`src/rtl/des_pkg.sv`:
```
// des_pkg: DES expansion/permutation tables, feeder FSM states and S-box latency default
package des_pkg;
  localparam int SBOX_LAT_DEF = 1;
  localparam int E_TAB [48] = '{
    32,  1,  2,  3,  4,  5,  4,  5,  6,  7,  8,  9,
     8,  9, 10, 11, 12, 13, 12, 13, 14, 15, 16, 17,
    16, 17, 18, 19, 20, 21, 20, 21, 22, 23, 24, 25,
    24, 25, 26, 27, 28, 29, 28, 29, 30, 31, 32,  1
  };
  localparam int P_TAB [32] = '{
    16,  7, 20, 21, 29, 12, 28, 17,  1, 15, 23, 26,  5, 18, 31, 10,
     2,  8, 24, 14, 32, 27,  3,  9, 19, 13, 30,  6, 22, 11,  4, 25
  };
  typedef enum logic [1:0] {IDLE, WAIT, DONE} state_t;
endpackage

```
`src/rtl/des_f_sbox_feeder_if.sv`:
```
// des_f_sbox_feeder_if: operand and result handshake bundle of the f-function feeder
interface des_f_sbox_feeder_if;
  logic        in_valid;
  logic        in_ready;
  logic [31:0] r_in;
  logic [47:0] subkey;
  logic [31:0] f_out;
  logic        out_valid;
  logic        out_ready;
  modport master (output in_valid, r_in, subkey, out_ready, input in_ready, f_out, out_valid);
  modport slave (input in_valid, r_in, subkey, out_ready, output in_ready, f_out, out_valid);
endinterface

```
`src/rtl/des_p_perm.sv`:
```
// des_p_perm: combinational DES P permutation, DES bit 1 on the MSB
module des_p_perm
  import des_pkg::*;
(
  input  logic [31:0] d_i,
  output logic [31:0] q_o
);
  for (genvar g = 0; g < 32; g++) begin : g_p
    assign q_o[31-g] = d_i[5'(32 - P_TAB[g])];
  end
endmodule

```
`src/rtl/des_f_sbox_feeder.sv`:
```
// des_f_sbox_feeder: forms E(R)^K S-box addresses, waits out the external ROM latency, returns P(S)
module des_f_sbox_feeder
  import des_pkg::*;
#(
  parameter int SBOX_LAT = SBOX_LAT_DEF
) (
  input  logic               clk,
  input  logic               rst,
  des_f_sbox_feeder_if.slave io,
  output logic [15:0]        sbox_row,
  output logic [31:0]        sbox_col,
  input  logic [31:0]        sbox_dout
);
  state_t      state_q;
  logic [1:0]  cnt_q;
  logic [15:0] row_q, row_d;
  logic [31:0] col_q, col_d, f_q, p_out;
  logic [47:0] e, x;
  logic        out_valid_q;
  for (genvar g = 0; g < 48; g++) begin : g_e
    assign e[47-g] = io.r_in[5'(32 - E_TAB[g])];
  end
  assign x = e ^ io.subkey;
  // X is held only in split form: row {b1,b6} and col b2..b5 of each 6-bit group
  for (genvar g = 0; g < 8; g++) begin : g_addr
    assign row_d[15-2*g -: 2] = {x[47-6*g], x[42-6*g]};
    assign col_d[31-4*g -: 4] = x[46-6*g -: 4];
  end
  des_p_perm u_p_perm (.d_i(sbox_dout), .q_o(p_out));
  always_ff @(posedge clk) begin
    if (rst) begin
      state_q     <= IDLE;
      cnt_q       <= '0;
      row_q       <= '0;
      col_q       <= '0;
      f_q         <= '0;
      out_valid_q <= 1'b0;
    end else begin
      case (state_q)
        IDLE: if (io.in_valid) begin
          row_q   <= row_d;
          col_q   <= col_d;
          cnt_q   <= '0;
          state_q <= WAIT;
        end
        WAIT: begin
          cnt_q <= cnt_q + 2'd1;
          if (cnt_q == 2'(SBOX_LAT)) begin
            f_q         <= p_out;
            out_valid_q <= 1'b1;
            state_q     <= DONE;
          end
        end
        DONE: if (io.out_ready) begin
          out_valid_q <= 1'b0;
          state_q     <= IDLE;
        end
        default: state_q <= IDLE;
      endcase
    end
  end
  assign io.in_ready  = (state_q == IDLE) && !rst;
  assign io.f_out     = f_q;
  assign io.out_valid = out_valid_q;
  assign sbox_row     = row_q;
  assign sbox_col     = col_q;
endmodule

```
`src/flat_wrapper.sv`:
```
// flat-port wrapper written by rule: the top's interface ports become plain ports
module des_f_sbox_feeder_flat import des_pkg::*;
#(
  parameter int SBOX_LAT = SBOX_LAT_DEF
)
  (clk, rst, sbox_row, sbox_col, sbox_dout, io_in_valid, io_r_in, io_subkey, io_out_ready, io_in_ready, io_f_out, io_out_valid);
  des_f_sbox_feeder_if io_i ();
  input  logic clk;
  input  logic rst;
  output logic [15:0] sbox_row;
  output logic [31:0] sbox_col;
  input  logic [31:0] sbox_dout;
  input wire logic [$bits(io_i.in_valid)-1:0] io_in_valid;
  input wire logic [$bits(io_i.r_in)-1:0] io_r_in;
  input wire logic [$bits(io_i.subkey)-1:0] io_subkey;
  input wire logic [$bits(io_i.out_ready)-1:0] io_out_ready;
  output wire logic [$bits(io_i.in_ready)-1:0] io_in_ready;
  output wire logic [$bits(io_i.f_out)-1:0] io_f_out;
  output wire logic [$bits(io_i.out_valid)-1:0] io_out_valid;
  assign io_i.in_valid = io_in_valid;
  assign io_i.r_in = io_r_in;
  assign io_i.subkey = io_subkey;
  assign io_i.out_ready = io_out_ready;
  assign io_in_ready = io_i.in_ready;
  assign io_f_out = io_i.f_out;
  assign io_out_valid = io_i.out_valid;
  des_f_sbox_feeder #(.SBOX_LAT(SBOX_LAT)) u_core (.clk(clk), .rst(rst), .io(io_i), .sbox_row(sbox_row), .sbox_col(sbox_col), .sbox_dout(sbox_dout));
endmodule
```
`config.mk`:
```
export PLATFORM = sky130hd
export DESIGN_NAME = des_f_sbox_feeder_flat
export DESIGN_NICKNAME = d
export VERILOG_FILES = /design/src/rtl/des_pkg.sv /design/src/rtl/des_f_sbox_feeder_if.sv /design/src/rtl/des_p_perm.sv /design/src/rtl/des_f_sbox_feeder.sv /design/src/flat_wrapper.sv
export SDC_FILE = /design/constraint.sdc
export NUM_CORES = 1
export LEC_CHECK = 0
export CAP_MARGIN = 20
export CORE_MARGIN = 10
export CORE_UTILIZATION = 35
export CTS_BUF_LIST = sky130_fd_sc_hd__clkbuf_16
export CTS_CLUSTER_SIZE = 28
export DETAILED_ROUTE_END_ITERATION = 16
export HOLD_SLACK_MARGIN = 0.03
export PLACE_DENSITY = 0.87
export SETUP_SLACK_MARGIN = 0.05
export SYNTH_ARGS = -nofsm -noshare
export SYNTH_HDL_FRONTEND = slang
export SYNTH_HIERARCHICAL = 1
export SYNTH_SLANG_ARGS = --single-unit
```
`constraint.sdc`:
```
create_clock -name clk -period 1.18 [get_ports clk]
set_input_delay 0.236 -clock clk [delete_from_list [all_inputs] [get_ports clk]]
set_output_delay 0.236 -clock clk [all_outputs]
set_load 0.05 [all_outputs]
```
# == After elaboration in Yosys (flattened, before gate mapping) ==
# Index checks and enable logic that the tools add are counted.
# totals
elab_cells,33
ff_bits,69
in_bits,116
output_inout_bits,82
# op_classes
n_eq_ne,6
bitwise,1
n_reduce_logical,10
mux,9
add_sub_neg,1
# op_table
cell,count
bitwise XOR 48 bit,1
2-to-1 mux 2 bit,4
one-hot mux 2 bit (3 select lines),1
AND reduction 2 bit,3
AND reduction 3 bit,2
"equality test 2 x 1 -> 1 bit, second input constant",2
"inequality test 2 bit, second input constant",2
one-hot mux 2 bit (2 select lines),1
nonzero test 2 bit,2
"adder 2 x 1 -> 2 bit, second input constant",1
"equality test 2 bit, second input constant",1
zero test 2 bit,1
2-to-1 mux 1 bit,2
"inequality test 2 x 1 -> 1 bit, second input constant",1
one-hot mux 1 bit (2 select lines),1
logical AND 1 bit,1
zero test 1 bit,1

# == Logic depth before layout (Yosys ltp) ==
# Gate-level depths: netlist of run 1.
# depth
ltp_word,3
ltp_mapped,6
mapped_depth_nobuf,4

# == Hierarchy ==
# Netlist of run 1, hierarchy kept.
# by_module_without_submodules
mod,cells_each,instances,seq_area_each_um2,area_each_um2
des_f_sbox_feeder,296,1,1221.2,3072.9
des_p_perm,33,1,0.0,244.0

# == Worst setup path after synthesis of run 1 ==
# OpenSTA, ideal clock, no wires.
# synth_path
path_kind,input-to-output
startpoint,in rst
endpoint,out io_in_ready
cell_stages,3
arrival_time_ps,1631
path_buffers,2
path_slack_ps,-687
t_required_ps,944
path_cell_list,clkbuf_1 buf_2 nor3_1
# synth_between
elab_chain_len,2
# synth_rtl
element,line_no,rtl
start: declaration,flat_wrapper.sv:9,input logic rst;
zero test 1 bit,des_f_sbox_feeder.sv:62,assign io.in_ready = (state_q == IDLE) && !rst;
logical AND 1 bit,des_f_sbox_feeder.sv:62,
end: declaration,flat_wrapper.sv:17,output wire logic [$bits(io_i.in_ready)-1:0] io_in_ready;
# Every way passes these cells.

# == Worst setup path in the final report of run 1 ==
# layout_path
startpoint,reg u_core.state_q[0]
endpoint,"reg u_core.row_q[3], in the netlist u_core/sbox_row[3]"
# layout_between
elab_chain_len,2
# layout_rtl
element,line_no,rtl
start: declaration,des_f_sbox_feeder.sv:14,state_t state_q;
start signal: assignment,des_f_sbox_feeder.sv:32,state_q <= IDLE;
start signal: assignment,des_f_sbox_feeder.sv:44,state_q <= WAIT;
start signal: assignment,des_f_sbox_feeder.sv:51,state_q <= DONE;
zero test 2 bit,des_f_sbox_feeder.sv:39,case (state_q)
AND reduction 2 bit (no source line),n/a,
end signal: assignment,des_f_sbox_feeder.sv:41,row_q <= row_d;
end: declaration,des_f_sbox_feeder.sv:16,"logic [15:0] row_q, row_d;"
# Every way passes these cells.
# A chain may end at the register's enable or synchronous reset.

==> results of run 1 <==
worst max-delay path by stage:
stage,slack (ns),cells past startpoint,end
2_1_floorplan,-0.06,4,u_core/sbox_col[10]$_SDFFE_PP0P_
3_3_place_gp,-0.46,4,u_core/sbox_col[1]$_SDFFE_PP0P_
3_5_place_dp,-0.49,4,u_core/sbox_col[0]$_SDFFE_PP0P_
4_1_cts,-0.19,3,io_in_ready
5_1_grt,-0.24,3,io_in_ready
6_report,-0.20,3,u_core/sbox_row[3]$_SDFFE_PP0P_
flip-flops by register name, indices dropped and copies added (netlist names):
register             cells
u_core/state_q           2
u_core/sbox_col         16
u_core/sbox_row          8
u_core/cnt_q             2
u_core/io.f_out         32
u_core/io.out_valid      1
cell type report:
cell class	count	area share, %
well taps	129	2.81
inverters	26	1.70
repair buffers	152	38.5
multi-input cells	203	30.1
flip-flops and latches	61	21.5
clock buffers	9	3.92
clock inverters	6	1.55
cell usage in the layout (no fill, tap or decap), drive strengths merged:
master and count:
nand2b 67, clkinvlp 2, bufinv 2, buf 90
ha 1, a2111oi 1, conb 40, o31ai 1
and3b 2, a21oi 1, mux2i 32, xnor2 24
clkdlybuf4s50 57, or4b 3, o32ai 24, clkbuf 13
o21ba 2, dfxtp 61, inv 26, dlymetal6s2s 1
nor3b 2, clkinv 2, o21ai 1, nor3 1
a211oi 1
power by group through the flow:
stage / clock network (W) / logic, W / registers, W
2_1_floorplan: 0 / 0.000790 / 0.00259
4_1_cts: 0.00282 / 0.00176 / 0.00228
3_5_place_dp: 0 / 0.00171 / 0.00232
6_report: 0.00275 / 0.00191 / 0.00228
5_1_grt: 0.00291 / 0.00201 / 0.00229
3_3_place_gp: 0 / 0.00168 / 0.00231
timing repair:
action,CTS,global route
cloned,1,6
setup endpoints to repair,61,67
gates resized for setup,20,28
pin swaps,6,5
buffers inserted,10,5
cell families after synthesis:
logic type | after synthesis | share of synthesized area, %
AOI/OAI and AO/OA | 31 | 12.5
and+or+nand+nor | 75 | 14.8
xor gates and xnor gates | 24 | 6.34
buffers and inverters | 103 | 19.3
other | 2 | 0.226
adders and majority gates | 1 | 0.377
DFF | 61 | 36.8
muxes | 32 | 9.66
synthesized netlist by cell type (all sizes together):
library cell,n
or4b,3
dfxtp,61
xnor2,24
a211oi,1
o31ai,1
o32ai,24
a21oi,1
buf,70
o21ba,2
o21ai,1
nand2b,67
nor3b,2
a2111oi,1
conb,2
inv,26
mux2i,32
and3b,2
ha,1
nor3,1
clkbuf,7
worst reg2reg max path, stage by stage (launching register included):
cell and delay [ns]:
dfxtp_2 0.34, or4b_4 0.61, clkbuf_16 0.21, o32ai_2 0.12
per-layer routing:
layer	routed length [um]	track usage [%]	up-vias
li1	-	-	1227
met1	3300	11.9	1149
met2	4530	19.5	116
met3	1270	9.26	12
met4	151	3.52	0
met5	0	0	-
stage by stage:
| stage | worst slack, ns | hold slack, ns |
|---|---|---|
| final | -0.198 | 0.364 |
| after global routing | -0.240 | 0.385 |
| after CTS | -0.188 | 0.355 |
| after detailed placement | -0.492 | 0.501 |
| after global placement | -0.459 | 0.484 |
| after floorplan | -0.0580 | 0.395 |
==> impl_metrics.csv, run 1 <==
group,metric,value,unit
cells_and_area,areaGrowthSynthToFinish,73.3,%
hold_path,hold_path_end,"u_core/io.out_valid$_SDFFE_PP0P_",
critical_path,r2r-end,"u_core/sbox_row[3]$_SDFFE_PP0P_",
pwr,p_leak,2.17,nW
hold_path,hold_depth,3,
die,die-area,13800,sq um
sta,fmax,725,MHz
placed_design,gp_congestion,0.753,
placed_design,port_buffers,117,
die,fp.dieH,117,um
critical_path,worstPathCellList,"or4b_4 > clkbuf_16 > o32ai_2",
clock_tree,cts_sinks,61,
drt,drt_wl_total,9250,um
critical_path,cp_top_family,"simple AND/OR/NAND/NOR gates",
critical_path,cp_slowest_cell,"or4b_4",
status,status,"finished, violations left",
placed_design,hpwl,6690,um
sta,fin_ws,-0.198,ns
critical_path,start_kind,"flip-flop",
clock_tree,cts_htree_levels,3,
drt,post_drt_wl_per_cell,15.8,um
logic_synthesis,syn_area,3320,sq um
pwr,combPwrFrac,27.5,%
logic_synthesis,ys_seq_elements,61,
clock_tree,cts_tree,"built",
critical_path,rr_startpoint,"u_core/state_q[0]$_SDFFE_PP0P_",
cells_and_area,multi_input_area,1730,sq um
logic_synthesis,ys_types,25,
critical_path,required,1.39,ns
cells_and_area,fillCellCount,680,
pwr,intPower,0.00494,W
critical_path,critPathCaptureType,"flip-flop",
critical_path,path_max_fanout,6,
drt,dr.pass1.iters,4,
logic_synthesis,synth_top_area_share,36.8,%
clock_tree,cts_root_buffer,"clkbuf_16",
pwr,power.switching,0.00201,W
drt,route.detailed.drc,0,
sta,rsz0062_at_grt,"true",
status,violations,"setup timing",
die,rows,35,
critical_path,slowest_delay,0.60,ns
sta,finalHoldViolations,0,
clock_tree,clkLatencyLatePin,0.32,ns
global_route,globalRouteOverflowTotal,0,
sta,fin_crit_sh,117,%
logic_synthesis,synth_cells,329,
global_route,grt_pass1_wl,13900,um
critical_path,arrival,1.59,ns
pwr,ir_worst_vdd,0.764,mV
pwr,seqPwrFrac,32.8,%
clock_tree,numCtsBuffers,9,
global_route,grt_start_max_net_pins,45,
clock_tree,clockBufferDepth,2,
drt,num_vias,2504,
logic_synthesis,netlist_top_cells_area,"dfxtp_1 37%, buf_4 14%, nand2b_1 13%",
die,pin_count,198,
cells_and_area,layout.cells.non_filler,586,
sta,setup_viol,60,
placed_design,placed_cell_area,5020,sq um
hold_path,hp-class,"input pin to flip-flop",
critical_path,worstRegToRegCells,3,
clock_tree,cts.clk_slew.worst_paths,0.06,ns
pwr,power.share.switching,28.9,%
cells_and_area,diodes,0,
clock_tree,ctsHoldBuffers,0,
logic_synthesis,syn-mean-instance-area,10.1,sq um
cells_and_area,final_util,62.2,%
global_route,antenna_found_initial,0,
placed_design,dp_cells,554,
cells_and_area,design_area,5750,sq um
die,start_util,35.9,%
critical_path,cp.buffers_inverters,1,
logic_synthesis,yosys.area.top_type,"dfxtp_1",
hold_path,hold_path_startpoint,"rst",
run,drv_cap,0,
critical_path,criticalPathCategory,"flip-flop to flip-flop",
drt,drt-initial-drc-count,72,
critical_path,setup.worst_path.start,"u_core/state_q[0]$_SDFFE_PP0P_",
global_route,grt_util_all_layers,12.1,%
logic_synthesis,yosys_warnings,6,
pwr,totalPowerFinal,0.00695,W
global_route,grt_pass1_vias,2815,
die,fp.coreArea,9240,sq um
drt,ant_nets,0,
critical_path,r2r_setup_slack,-0.20,ns
sta,min_period,1.38,ns
cells_and_area,seq_area,1240,sq um
cells_and_area,drive_gt1_share,33.7,%
logic_synthesis,yosysSeqAreaShare,36.8,%
cells_and_area,finalNetCount,570,
drt,viasPerCell,4.27,
pwr,p_per_area,1210,nW/um^2
die,die_x,117,um
sta,fin_worst_skew,0.00866,ns
pwr,clkPwrFrac,39.6,%
sta,finalSetupTns,-6.17,ns
sta,drv_slew,0,
Note: power is estimated with default switching activity, not from simulation.
==> run 2, diff against run 1 <==
Settings changed: CORE_UTILIZATION 35 to 38, PLACE_DENSITY 0.87 to 0.89.
Clock period 1.18 ns to 1.5 ns, I/O delays scaled along.
==> run 2 against run 1 <==
  * Clock skew about the same
  * First-iteration DRC count increased by 39%
  * Core utilization decreased by 0.94 points
  * The flow now finishes without violations
  * Non-clock buffer count decreased by 22
  * Highest routed layer unchanged
  * Largest cell class unchanged
  * Sequential share of layout area increased by 1.7 points
  * Critical endpoint is now io_in_ready
==> impl_metrics.csv, run 2 (synthesized netlist as in run 1, its figures left out) <==
group,metric,value,unit
status,status,"finished clean",
pwr,ir_worst_vdd,0.698,mV
hold_path,hp-class,"flip-flop to flip-flop",
sta,fin_crit_sh,95.8,%
drt,drt-initial-drc-count,100,
pwr,power.share.switching,29.2,%
drt,post_drt_wl_per_cell,15.4,um
die,rows,34,
drt,num_vias,2413,
clock_tree,clockBufferDepth,2,
cells_and_area,drive_gt1_share,25.2,%
drt,ant_nets,0,
clock_tree,ctsHoldBuffers,0,
clock_tree,cts_htree_levels,3,
pwr,clkPwrFrac,38.3,%
drt,route.detailed.drc,0,
critical_path,criticalPathCategory,"flip-flop to output pin",
cells_and_area,final_util,61.3,%
cells_and_area,fillCellCount,635,
pwr,totalPowerFinal,0.00508,W
placed_design,gp_congestion,0.800,
sta,fin_worst_skew,0.00816,ns
pwr,combPwrFrac,26.4,%
die,pin_count,198,
placed_design,port_buffers,117,
critical_path,start_kind,"flip-flop",
pwr,p_per_area,965,nW/um^2
critical_path,path_max_fanout,5,
sta,rsz0062_at_grt,"true",
cells_and_area,multi_input_area,1630,sq um
global_route,grt_util_all_layers,13.4,%
cells_and_area,seq_area,1220,sq um
pwr,intPower,0.00360,W
clock_tree,cts.clk_slew.worst_paths,0.05,ns
clock_tree,cts_sinks,61,
pwr,power.switching,0.00148,W
cells_and_area,mostFrequentLayoutCells,"67 x nand2b_1, 62 x buf_12, 60 x dfxtp_1, 58 x clkdlybuf4s50_1, 40 x conb_1",
pwr,seqPwrFrac,35.3,%
drt,drt_wl_total,8370,um
drt,viasPerCell,4.44,
global_route,antenna_found_initial,0,
die,fp.dieH,113,um
global_route,grt_start_max_net_pins,40,
sta,fmax,696,MHz
die,die_x,113,um
cells_and_area,diodes,0,
clock_tree,clkLatencyLatePin,0.31,ns
critical_path,arrival,1.14,ns
hold_path,hold_depth,2,
sta,setup_viol,0,
global_route,grt_pass1_wl,13800,um
critical_path,worstRegToRegCells,5,
critical_path,critPathCaptureType,"output pin",
clock_tree,numCtsBuffers,9,
sta,finalHoldViolations,0,
global_route,globalRouteOverflowTotal,0,
die,die-area,12900,sq um
drt,dr.pass1.iters,4,
global_route,grt_pass1_vias,2745,
cells_and_area,largest_reg_flops,32,
critical_path,required,1.20,ns
sta,drv_slew,0,
clock_tree,cts_root_buffer,"clkbuf_16",
sta,min_period,1.44,ns
cells_and_area,final_common_cell,"nand2b_1",
clock_tree,cts_tree,"built",
die,fp.coreArea,8590,sq um
cells_and_area,finalNetCount,548,
pwr,p_leak,1.96,nW
run,drv_cap,0,
sta,finalSetupTns,0,ns
placed_design,hpwl,6700,um
cells_and_area,areaGrowthSynthToFinish,58.7,%
die,start_util,38.6,%
## run 2: final timing paths
kind | start | end | slack, ns
max reg2reg | u_core/state_q[0]$_SDFFE_PP0P_ | u_core/io.f_out[27]$_SDFFE_PP0P_ | 0.13
min | u_core/cnt_q[1]$_SDFFE_PP0P_ | u_core/cnt_q[1]$_SDFFE_PP0P_ | 0.48
max | u_core/state_q[1]$_SDFFE_PP0P_ | io_in_ready | 0.06
min reg2reg | u_core/cnt_q[1]$_SDFFE_PP0P_ | u_core/cnt_q[1]$_SDFFE_PP0P_ | 0.48
## run 2: repair_timing
item | in CTS | in global routing
hold endpoints to repair | 0 | 0
pin swaps | 1 | 1
cloned | 0 | 1
setup buffers | 1 | 1
resized for setup | 3 | 2
endpoints found under the setup margin | 3 | 4
## run 2: final cells by class
class                           instances  area share, %
Clock buffer                            9           4.28
Clock inverter                          7           1.07
Inverter                               26           1.85
Multi-Input combinational cell        203           30.9
Sequential cell                        61           23.2
Tap cell                              108           2.57
Timing Repair Buffer                  130           36.1
## run 2: worst max-delay path, stage by stage (launching register included)
cell and delay [ns]:
dfxtp_2 0.33, buf_6 0.12, nor3_4 0.21, buf_12 0.16
## run 2: metrics by stage
stage                     worst slack, ns  hold slack [ns]  std cells  cell area, sq um
after floorplan                     0.135            0.445        367              3470
after global placement             -0.236            0.456        525              4940
after detailed placement           -0.286            0.470        525              4940
after CTS                          0.0487            0.483        542              5240
after global routing               0.0230            0.528        544              5270
final                              0.0627            0.482        544              5270
## run 2: layer usage
layer / track usage [%] / vias up / wire length (um)
met5: 0 / - / 0
met4: 4.31 / 0 / 85
met3: 10.1 / 10 / 1370
met2: 21.9 / 114 / 3960
met1: 12.8 / 1104 / 2950
li1: - / 1185 / -
## run 2: power groups by stage
stage | combinational (W) | clock (W) | sequential, W
finish | 0.00134 | 0.00195 | 0.00179
floorplan | 0.000610 | 0 | 0.00204
global route | 0.00142 | 0.00208 | 0.00180
global placement | 0.00131 | 0 | 0.00182
detailed placement | 0.00133 | 0 | 0.00182
CTS | 0.00134 | 0.00200 | 0.00179
